[src/rtl/seg_scan_decoder.sv]
// Rebuilds the four hex digits shown on a scanned active-low 7-segment bus and publishes one value per frame.
// Optional macro DP_CAPTURE_EN adds per-digit decimal point capture on dp_out.
module seg_scan_decoder #(
  parameter int STABLE_CYCLES  = 4,
  parameter int TIMEOUT_CYCLES = 1048576
) (
  input  logic        clkin,
  input  logic        btnR,
  input  logic [6:0]  seg,
  input  logic [3:0]  an,
  input  logic        dp,
  output logic [15:0] value,
  output logic [3:0]  blank,
  output logic        frame_valid,
  output logic        decode_err
`ifdef DP_CAPTURE_EN
  ,
  output logic [3:0]  dp_out
`endif
);

  localparam int CNT_W = $clog2(STABLE_CYCLES + 1);
  localparam int TMO_W = $clog2(TIMEOUT_CYCLES + 1);
  localparam logic [CNT_W-1:0] STABLE_MAX = CNT_W'(STABLE_CYCLES);
  localparam logic [CNT_W-1:0] STABLE_PRE = CNT_W'(STABLE_CYCLES - 1);
  localparam logic [TMO_W-1:0] TMO_LAST   = TMO_W'(TIMEOUT_CYCLES - 1);

  typedef enum logic [1:0] {IDLE, COLLECT, PUBLISH} state_t;

  // {legal, blank, nibble}
  function automatic logic [5:0] seg_decode(input logic [6:0] s);
    case (s)
      7'b1000000: seg_decode = 6'b10_0000;
      7'b1111001: seg_decode = 6'b10_0001;
      7'b0100100: seg_decode = 6'b10_0010;
      7'b0110000: seg_decode = 6'b10_0011;
      7'b0011001: seg_decode = 6'b10_0100;
      7'b0010010: seg_decode = 6'b10_0101;
      7'b0000010: seg_decode = 6'b10_0110;
      7'b1111000: seg_decode = 6'b10_0111;
      7'b0000000: seg_decode = 6'b10_1000;
      7'b0010000: seg_decode = 6'b10_1001;
      7'b0001000: seg_decode = 6'b10_1010;
      7'b0000011: seg_decode = 6'b10_1011;
      7'b1000110: seg_decode = 6'b10_1100;
      7'b0100001: seg_decode = 6'b10_1101;
      7'b0000110: seg_decode = 6'b10_1110;
      7'b0001110: seg_decode = 6'b10_1111;
      7'b1111111: seg_decode = 6'b11_0000;
      default:    seg_decode = 6'b00_0000;
    endcase
  endfunction

  // {exactly one anode active, digit index}
  function automatic logic [2:0] an_decode(input logic [3:0] a);
    case (a)
      4'b1110: an_decode = 3'b1_00;
      4'b1101: an_decode = 3'b1_01;
      4'b1011: an_decode = 3'b1_10;
      4'b0111: an_decode = 3'b1_11;
      default: an_decode = 3'b0_00;
    endcase
  endfunction

  logic [3:0]       an_p0, an_p1;
  logic [6:0]       seg_p0, seg_p1;
  logic [CNT_W-1:0] stab_cnt;
  logic             same, sample;
  logic [5:0]       dec;
  logic [2:0]       anv;
  logic             cap_new, err_new, cap;
  logic [1:0]       cap_idx;
  logic [3:0]       cap_nib;
  logic             cap_blk;
  logic             pend_vld, pend_blk;
  logic [1:0]       pend_idx;
  logic [3:0]       pend_nib;
  logic [15:0]      shadow_nib, shadow_nib_nxt;
  logic [3:0]       shadow_blk, shadow_blk_nxt;
  logic [3:0]       seen, seen_nxt;
  logic [TMO_W-1:0] tmo_cnt;
  logic             tmo_hit;
  state_t           state, state_nxt;
`ifdef DP_CAPTURE_EN
  logic             dp_p0, dp_p1, cap_dp, pend_dp;
  logic [3:0]       shadow_dp, shadow_dp_nxt;
`else
  logic             unused_dp;
  assign unused_dp = dp;
`endif

  // Stage p0/p1: registered input and previous copy for the stability window
  always_ff @(posedge clkin) begin
    an_p0  <= an;
    seg_p0 <= seg;
    an_p1  <= an_p0;
    seg_p1 <= seg_p0;
`ifdef DP_CAPTURE_EN
    dp_p0  <= dp;
    dp_p1  <= dp_p0;
`endif
  end

`ifdef DP_CAPTURE_EN
  assign same = (an_p0 == an_p1) && (seg_p0 == seg_p1) && (dp_p0 == dp_p1);
`else
  assign same = (an_p0 == an_p1) && (seg_p0 == seg_p1);
`endif
  assign sample = same && (stab_cnt == STABLE_PRE);

  always_ff @(posedge clkin) begin
    if (btnR)                   stab_cnt <= '0;
    else if (!same)             stab_cnt <= '0;
    else if (stab_cnt != STABLE_MAX) stab_cnt <= stab_cnt + 1'b1;
  end

  // Classification; a capture seen during PUBLISH is parked and replayed in IDLE
  always_comb begin
    dec     = seg_decode(seg_p0);
    anv     = an_decode(an_p0);
    cap_new = sample && anv[2] && dec[5];
    err_new = sample && (an_p0 != 4'hF) && !(anv[2] && dec[5]);
    cap     = (state != PUBLISH) && (pend_vld || cap_new);
    cap_idx = pend_vld ? pend_idx : anv[1:0];
    cap_nib = pend_vld ? pend_nib : dec[3:0];
    cap_blk = pend_vld ? pend_blk : dec[4];
`ifdef DP_CAPTURE_EN
    cap_dp  = pend_vld ? pend_dp : ~dp_p0;
    shadow_dp_nxt = shadow_dp;
    if (cap) shadow_dp_nxt[cap_idx] = cap_dp;
`endif
    shadow_nib_nxt = shadow_nib;
    shadow_blk_nxt = shadow_blk;
    seen_nxt       = seen;
    if (cap) begin
      shadow_nib_nxt[{cap_idx, 2'b00} +: 4] = cap_nib;
      shadow_blk_nxt[cap_idx]               = cap_blk;
      seen_nxt[cap_idx]                     = 1'b1;
    end
  end

  assign tmo_hit = (state == COLLECT) && !cap && (tmo_cnt == TMO_LAST);

  always_comb begin
    state_nxt = state;
    case (state)
      IDLE:    if (cap) state_nxt = (seen_nxt == 4'hF) ? PUBLISH : COLLECT;
      COLLECT: begin
        if (seen_nxt == 4'hF) state_nxt = PUBLISH;
        else if (tmo_hit)     state_nxt = IDLE;
      end
      PUBLISH: state_nxt = IDLE;
      default: state_nxt = IDLE;
    endcase
  end

  assign frame_valid = (state == PUBLISH);

  // Stage p2: frame assembly, publish and control state
  always_ff @(posedge clkin) begin
    shadow_nib <= shadow_nib_nxt;
    shadow_blk <= shadow_blk_nxt;
`ifdef DP_CAPTURE_EN
    shadow_dp  <= shadow_dp_nxt;
    if (state == PUBLISH && cap_new) pend_dp <= ~dp_p0;
`endif
    if (state == PUBLISH && cap_new) begin
      pend_idx <= anv[1:0];
      pend_nib <= dec[3:0];
      pend_blk <= dec[4];
    end
  end

  always_ff @(posedge clkin) begin
    if (btnR) begin
      state      <= IDLE;
      seen       <= '0;
      value      <= '0;
      blank      <= '0;
      decode_err <= 1'b0;
      tmo_cnt    <= '0;
      pend_vld   <= 1'b0;
`ifdef DP_CAPTURE_EN
      dp_out     <= '0;
`endif
    end else begin
      state      <= state_nxt;
      decode_err <= err_new;
      seen       <= (state_nxt == IDLE) ? 4'h0 : seen_nxt;
      pend_vld   <= (state == PUBLISH) && cap_new;
      if (cap || state != COLLECT) tmo_cnt <= '0;
      else                         tmo_cnt <= tmo_cnt + 1'b1;
      if (state_nxt == PUBLISH && state != PUBLISH) begin
        value <= shadow_nib_nxt;
        blank <= shadow_blk_nxt;
`ifdef DP_CAPTURE_EN
        dp_out <= shadow_dp_nxt;
`endif
      end
    end
  end

endmodule

[config.mk]
export PLATFORM = sky130hd
export DESIGN_NAME = seg_scan_decoder
export DESIGN_NICKNAME = d
export VERILOG_FILES = /design/src/rtl/seg_scan_decoder.sv
export SDC_FILE = /design/constraint.sdc
export NUM_CORES = 1
export LEC_CHECK = 0
export ABC_AREA = 1
export CAP_MARGIN = 20
export CORE_MARGIN = 1
export CORE_UTILIZATION = 52
export CTS_CLUSTER_SIZE = 14
export DETAILED_ROUTE_END_ITERATION = 10
export PLACE_DENSITY_LB_ADDON = 0.12
export SYNTH_ARGS = -nofsm -noshare
export SYNTH_HDL_FRONTEND = slang
export SYNTH_SLANG_ARGS = --single-unit
[constraint.sdc]
create_clock -name clkin -period 2.3 [get_ports clkin]
set_input_delay 0.575 -clock clkin [delete_from_list [all_inputs] [get_ports clkin]]
set_output_delay 0.575 -clock clkin [all_outputs]
set_load 0.005 [all_outputs]
After elaboration in Yosys (flattened, before gate mapping)
Index checks and enable logic that the tools add are counted.
{"block": "word_totals", "word_cells": 98, "register_bits": 101, "input_bits": 14, "out_inout_bits": 22}
{"block": "op_classes", "reduce_logical": 23, "addsub": 3, "shift": 2, "n_eq_ne": 32, "magnitude_cmp": 2, "mux": 17, "n_bitwise": 2}
{"cell": "6-bit one-hot mux with 17 select lines", "n": 1}
{"cell": "7-bit == test, second input constant", "n": 5}
{"cell": "21-bit by 1-bit adder with 21-bit output, second input constant", "n": 1}
{"cell": "21-bit by 20-bit == test with 1-bit output, second input constant", "n": 1}
{"cell": "7-bit by 5-bit == test with 1-bit output, second input constant", "n": 3}
{"cell": "7-bit by 6-bit == test with 1-bit output, second input constant", "n": 3}
{"cell": "16-bit bitwise mux", "n": 1}
{"cell": "4-bit == test, second input constant", "n": 4}
{"cell": "16-bit 2-to-1 mux", "n": 1}
{"cell": "4-bit by 6-bit variable shift with 16-bit output, first input constant", "n": 1}
{"cell": "4-bit by 6-bit indexed part select with 16-bit output", "n": 1}
{"cell": "7-bit by 2-bit == test with 1-bit output, second input constant", "n": 2}
{"cell": "7-bit by 4-bit == test with 1-bit output, second input constant", "n": 2}
{"cell": "1-bit logical AND", "n": 13}
{"cell": "4-bit 2-to-1 mux", "n": 3}
{"cell": "3-bit one-hot mux with 4 select lines", "n": 1}
{"cell": "2-bit 2-to-1 mux", "n": 5}
{"cell": "7-bit by 3-bit == test with 1-bit output, second input constant", "n": 1}
{"cell": "7-bit == test", "n": 1}
{"cell": "7-bit logical NOT", "n": 1}
{"cell": "4-bit negation with 6-bit output", "n": 1}
{"cell": "2-bit OR reduction", "n": 3}
{"cell": "4-bit bitwise mux", "n": 1}
{"cell": "2-bit == test, second input constant", "n": 2}
{"cell": "other kinds (19)", "n": 23}

Depth between registers and ports, before layout
{"block": "depth", "word_depth": 15, "mapped_depth": 20, "mapped_depth_nobuf": 18}

Least setup slack after synthesis
Ideal clock, no wire load.
{"block": "synth_path", "path_type": "reg2reg", "start": "register pend_vld", "end": "register blank[0]", "n_path_buf": 1, "period_less_slack_ns": 2.223, "setup_time_ns": 0.115, "path_stages_with_launch": 13, "arrival_time_ns": 2.108, "t_required_ns": 2.185, "path_slack_ns": 0.077, "path_cell_list": "dfxtp_1 -> inv_2 -> or2_2 -> o21ai_1 -> inv_1 -> ha_1 -> nand3_1 -> nand2_1 -> nand2_1 -> nor2_8 -> buf_4 -> a21oi_1 -> nor2_1"}
{"block": "synth_between", "elab_chain_len": 13, "word_cells_on_any_way": 24, "classes_between": "order compare: 2; eq/ne: 2; mux: 12; bitwise: 1; reduce/logical: 7"}
{"item": "from (decl)", "line": "75", "source": "logic pend_vld, pend_blk;"}
{"item": "from (signal assigned)", "line": "190", "source": "pend_vld <= (state == PUBLISH) && cap_new;"}
{"item": "2-bit 2-to-1 mux", "line": "124", "source": "cap_idx = pend_vld ? pend_idx : anv[1:0];"}
{"item": "2-bit by 3-bit less-than comparator with 1-bit output (not written as such) or 2-bit by 1-bit >= comparator with 1-bit output (tied branches)", "line": "137, 138"}
{"item": "1-bit logical AND (not written as such)", "line": "137, 138"}
{"item": "1-bit 2-to-1 mux (not written as such)", "line": "137, 138"}
{"item": "1-bit demux with 2-bit select", "line": "137, 138"}
{"item": "4-bit bitwise OR (no source line)"}
{"item": "4-bit 2-to-1 mux", "line": "135", "source": "if (cap) begin"}
{"item": "4-bit == test", "line": "147, 149"}
{"item": "2-bit 2-to-1 mux (2 in series)", "line": "147", "source": "IDLE: if (cap) state_nxt = (seen_nxt == 4'hF) ? PUBLISH : COLLECT;"}
{"item": "2-bit one-hot mux with 2 select lines", "line": "146", "source": "case (state)"}
{"item": "2-bit == test", "line": "193", "source": "if (state_nxt == PUBLISH && state != PUBLISH) begin"}
{"item": "1-bit logical AND", "line": "193"}
{"item": "to (signal assigned)", "line": "195", "source": "blank <= shadow_blk_nxt;"}
{"item": "to (decl)", "line": "13", "source": "output logic [3:0] blank,"}
Several ways; a longest one is shown, not always the timed one.
A chain may end at the register's enable or synchronous reset.

Worst setup path after layout
{"block": "layout_path", "start": "register seg_p0[2]", "end": "register value[5]"}
{"block": "layout_between", "elab_chain_len": 15, "word_cells_on_any_way": 41, "classes_between": "eq/ne: 19; shift: 1; mux: 10; reduce/logical: 11"}
{"item": "from (decl)", "line": "66", "source": "logic [6:0] seg_p0, seg_p1;"}
{"item": "from (signal assigned)", "line": "95", "source": "seg_p0 <= seg;"}
{"item": "branches (longest 15 deep; another with 6-bit one-hot mux with 17 select lines)"}
{"item": "to (signal assigned)", "line": "194", "source": "value <= shadow_nib_nxt;"}
{"item": "to (decl)", "line": "12", "source": "output logic [15:0] value,"}
Several ways; the timed one is not identified.

==> results.tsv <==
stage	metric	value	unit
clocking	cts.path.max_buffers	2	
global_routing	grt_pass1_vias	3550	
global_routing	use_met3	0.0490	
global_routing	grt_pass1_wl	15400	um
yosys	syn_inst	637	
timing	finalMaxSlewViolations	0	
timing	timing.fmax	423	MHz
hold_path	hold_path_class	register to register	
worst_setup_path	critical_path_buf_inv_count	3	
yosys	synth_area_leaders	dfxtp_1, nand2_1, nor2_1	
yosys	synth_fp_nets	662	
placement	gp_congestion	0.854	
worst_setup_path	critical_path.max_fanout	7	
worst_setup_path	reg2reg_slack	-70	ps
clocking	cts_sinks	101	
yosys	synthAdderAreaFrac	0.0297	
timing	rsz0062_at_grt	true	
yosys	synth_compound_area_frac	0.0622	
clocking	hold_buffers	0	
floorplanning	die_area	0.00928	sq mm
placement	io_buffers	34	
worst_setup_path	critPathLaunchType	register	
run	cap_violations	0	
routing	ant_nets	0	
timing	finalHoldViolCount	0	
global_routing	met2_usage	0.353	
clocking	clk_pin_slew_worst_paths	110	ps
placement	place_ws	-123	ps
routing	drt_first_pass_iters	5	
floorplanning	fp.dieW	96.4	um
placement	hpwl	6750	um
timing	whs	409	ps
clocking	numCtsBuffers	9	
yosys	ys_types	33	
routing	routed_wirelength	10800	um
yosys	avgSynthCellArea	7.27	sq um
layout	fillers	704	
timing	period_minus_slack	2370	ps
hold_path	hold_start	an_p0[2]	
timing	post-route-period-util	1.03	
placement	placedCellCount	806	
yosys	synthXorXnorAreaFrac	0.0341	
floorplanning	start_util	0.533	
worst_setup_path	r2r-start	seg_p0[2]	
power_and_ir_drop	p_per_area	521	mW/mm^2
timing	maxSlewHeadroom	0.669	
worst_setup_path	crit_type	register to register	
worst_setup_path	cpPeakStageDelay	430	ps
global_routing	antenna_found_initial	0	
layout	layout-area-overhead-vs-synth	34.5	%
timing	finalSetupViolCount	22	
yosys	synth_area_leader_cell	dfxtp_1	
global_routing	grt_usage	0.215	
yosys	synthMuxAreaShare	0.00649	
layout	drive_gt1_frac	0.260	
power_and_ir_drop	leakage	2.78	nW
yosys	synth_top_family_by_area	simple AND/OR/NAND/NOR gates	
clocking	cts_root_buffer	clkbuf_8	
floorplanning	fp.coreArea	0.00868	sq mm
global_routing	grt.busiest_layer	met2	
yosys	synth_top_area_share	0.406	
floorplanning	fp-row-count	34	
global_routing	grt_use_met1	0.279	
worst_setup_path	r2r.worst_path.cells	17	
routing	via_count	4158	
global_routing	grt_max_degree	41	
yosys	yosysSeqAreaShare	0.452	
worst_setup_path	crit_arrival	2640	ps
worst_setup_path	end_kind	register	
yosys	ys_ff_latch	101	
routing	initialDrtViolationCount	160	
clocking	clkLatencyLatePin	380	ps
global_routing	overflow	0	
yosys	syn_area	0.00463	sq mm
timing	final.setup_skew	19.9	ps
layout	final_cells	836	
timing	worst_slew_pin_slew	496	ps
run_status	violations	setup timing	
worst_setup_path	crit_family	simple AND/OR/NAND/NOR gates	
worst_setup_path	slowest_stage	dfxtp_4	
worst_setup_path	path_cells	buf_6 -> xnor2_2 -> nand2_1 -> nor2_2 -> nand3_1 -> nor2_2 -> nand2_4 -> nand2_4 -> buf_12 -> nand3_2 -> nand2_2 -> nand2_4 -> nor2_8 -> clkbuf_16 -> nand3_2 -> nand2_2 -> nor2_2	
floorplanning	die_h	96.4	um
layout	nNetsFinal	748	
clocking	cts_tree	yes	
run_status	status	complete, but fails checks	
yosys	synthSimpleGateAreaFrac	0.319	
power_and_ir_drop	irDropWorstVdd	0.000401	V
hold_path	worstHoldPathCells	0	
yosys	yosysWarnings	0	
routing	drc	0	
worst_setup_path	r2r-end	value[5]	
layout	antenna_cells	0	
timing	setup_slack	-65.7	ps
worst_setup_path	crit_required	2580	ps
routing	vias_per_cell	4.97	
timing	final.setup.tns	-733	ps
floorplanning	pin_count	36	
clocking	htree_levels	3	
worst_setup_path	critical_path_depth	17	
routing	wl_per_cell	12.9	um
hold_path	min_to	an_p1[2]	
[cells by family (layout without fill, tap and decap cells)]
logic type | Yosys count | in the layout
AND/OR/NAND/NOR | 340 | 340
adder cells (fa/ha/maj) | 11 | 11
buffers and inverters | 110 | 201
multiplexers | 3 | 3
AO/OA/AOI/OAI | 54 | 54
flip-flops | 101 | 101
XOR/XNOR | 18 | 18
[timing repair]
item / 4_1_cts / 5_1_grt
gates resized for setup: 17 / 100
gates cloned: 2 / 5
pin swaps: 0 / 26
endpoints found under the setup margin: 31 / 58
buffers inserted: 0 / 7
[area by class of cell]
class | instances | area [sq um] | area share
clock buffer | 10 | 138 | 0.0221
tap | 108 | 135 | 0.0217
inverter | 92 | 349 | 0.0561
sequential | 101 | 2120 | 0.340
timing repair buffer | 93 | 955 | 0.153
clock inverter | 6 | 77.6 | 0.0125
multi-input combinational | 426 | 2450 | 0.394
[cells in the final DEF, fill, tap and decap left out, types with 4 or more instances in the layout]
cell             count
clkdlybuf4s50_1     34
buf_6                7
clkbuf_16            4
or2_2                5
nand4_1             15
edfxtp_1             7
o21ai_0              6
buf_4               43
nand2_1            121
nand3_2             21
xnor2_1              8
nand2_4              5
buf_12               4
inv_2               11
nor2_2              20
xor2_1               9
dfxtp_1             86
nand2_2             15
nor3_1               5
ha_1                11
dfxtp_4              7
nor2_1              90
a21oi_1             32
nor2_4               6
a21boi_2             4
clkbuf_8            10
nand3_1             24
inv_1               80
[metrics by stage]
| step | instance area [sq um] | utilization | power [W] |
|---|---|---|---|
| detailed placement | 5390 | 0.621 | 0.00205 |
| CTS | 5710 | 0.658 | 0.00324 |
| global route | 6230 | 0.718 | 0.00336 |
| floorplan | 4630 | - | 0.00197 |
| global placement | 5390 | 0.621 | 0.00205 |
| finish | 6230 | 0.718 | 0.00324 |
[Yosys cell counts]
cell type  instances
nand2_1          136
nor2_1           111
dfxtp_1           94
inv_1             83
nand3_1           45
a21oi_1           35
nand4_1           15
ha_1              11
inv_2              9
xnor2_1            9
xor2_1             9
nor3_1             8
edfxtp_1           7
o21ai_0            7
buf_2              6
nand2_2            6
buf_4              5
o21ai_1            5
or2_2              5
a21boi_1           4
nor2_2             4
buf_1              3
clkbuf_1           3
mux2i_1            3
nand3_2            3
nor3b_1            3
a211oi_1           2
and3_1             1
buf_6              1
nand3b_1           1
nor2_4             1
nor2_8             1
o21a_1             1
[sequential cells by signal, summed over array words and instances, names as in the netlist]
register	cells
stab_cnt	3
state	2
pend_blk	1
pend_idx	2
shadow_blk	4
decode_err	1
value	16
an_p1	4
seg_p0	7
seg_p1	7
shadow_nib	16
an_p0	4
pend_vld	1
tmo_cnt	21
seen	4
blank	4
pend_nib	4
[worst register-to-register path: cells and delay by family (launching register included)]
kind / cells / cell delay [ps]
simple gates: 13 / 1300
buf+inv: 3 / 440
xor+xnor: 1 / 90
flops: 1 / 430
[worst max-delay path by stage]
| stage | startpoint | endpoint | slack (ps) |
|---|---|---|---|
| after floorplan | pend_vld | blank[0] | 80 |
| after global placement | seg_p0[1] | seen[0] | -110 |
| after detailed placement | seg_p0[1] | seen[0] | -120 |
| after CTS | seg_p0[4] | tmo_cnt[4] | 1 |
| after global routing | tmo_cnt[0] | tmo_cnt[17] | -190 |
| final | seg_p0[2] | value[5] | -70 |
[per-layer routing]
| metal | share of wire | wire length [um] |
|---|---|---|
| met1 | 0.47 | 5010 |
| met3 | 0.034 | 363 |
| met5 | 0 | 0 |
| met4 | 0.015 | 166 |
| met2 | 0.49 | 5230 |
[power by group]
part / switching (W) / internal, W / leakage [nW] / total, W
Clock: 0.000644 / 0.000554 / 0.107 / 0.00120
Combinational: 0.000120 / 0.000105 / 1.85 / 0.000225
Sequential: 0.0000282 / 0.00179 / 0.820 / 0.00182
Total: 0.000793 / 0.00245 / 2.78 / 0.00324
Note: power is estimated with default switching activity, not from simulation.
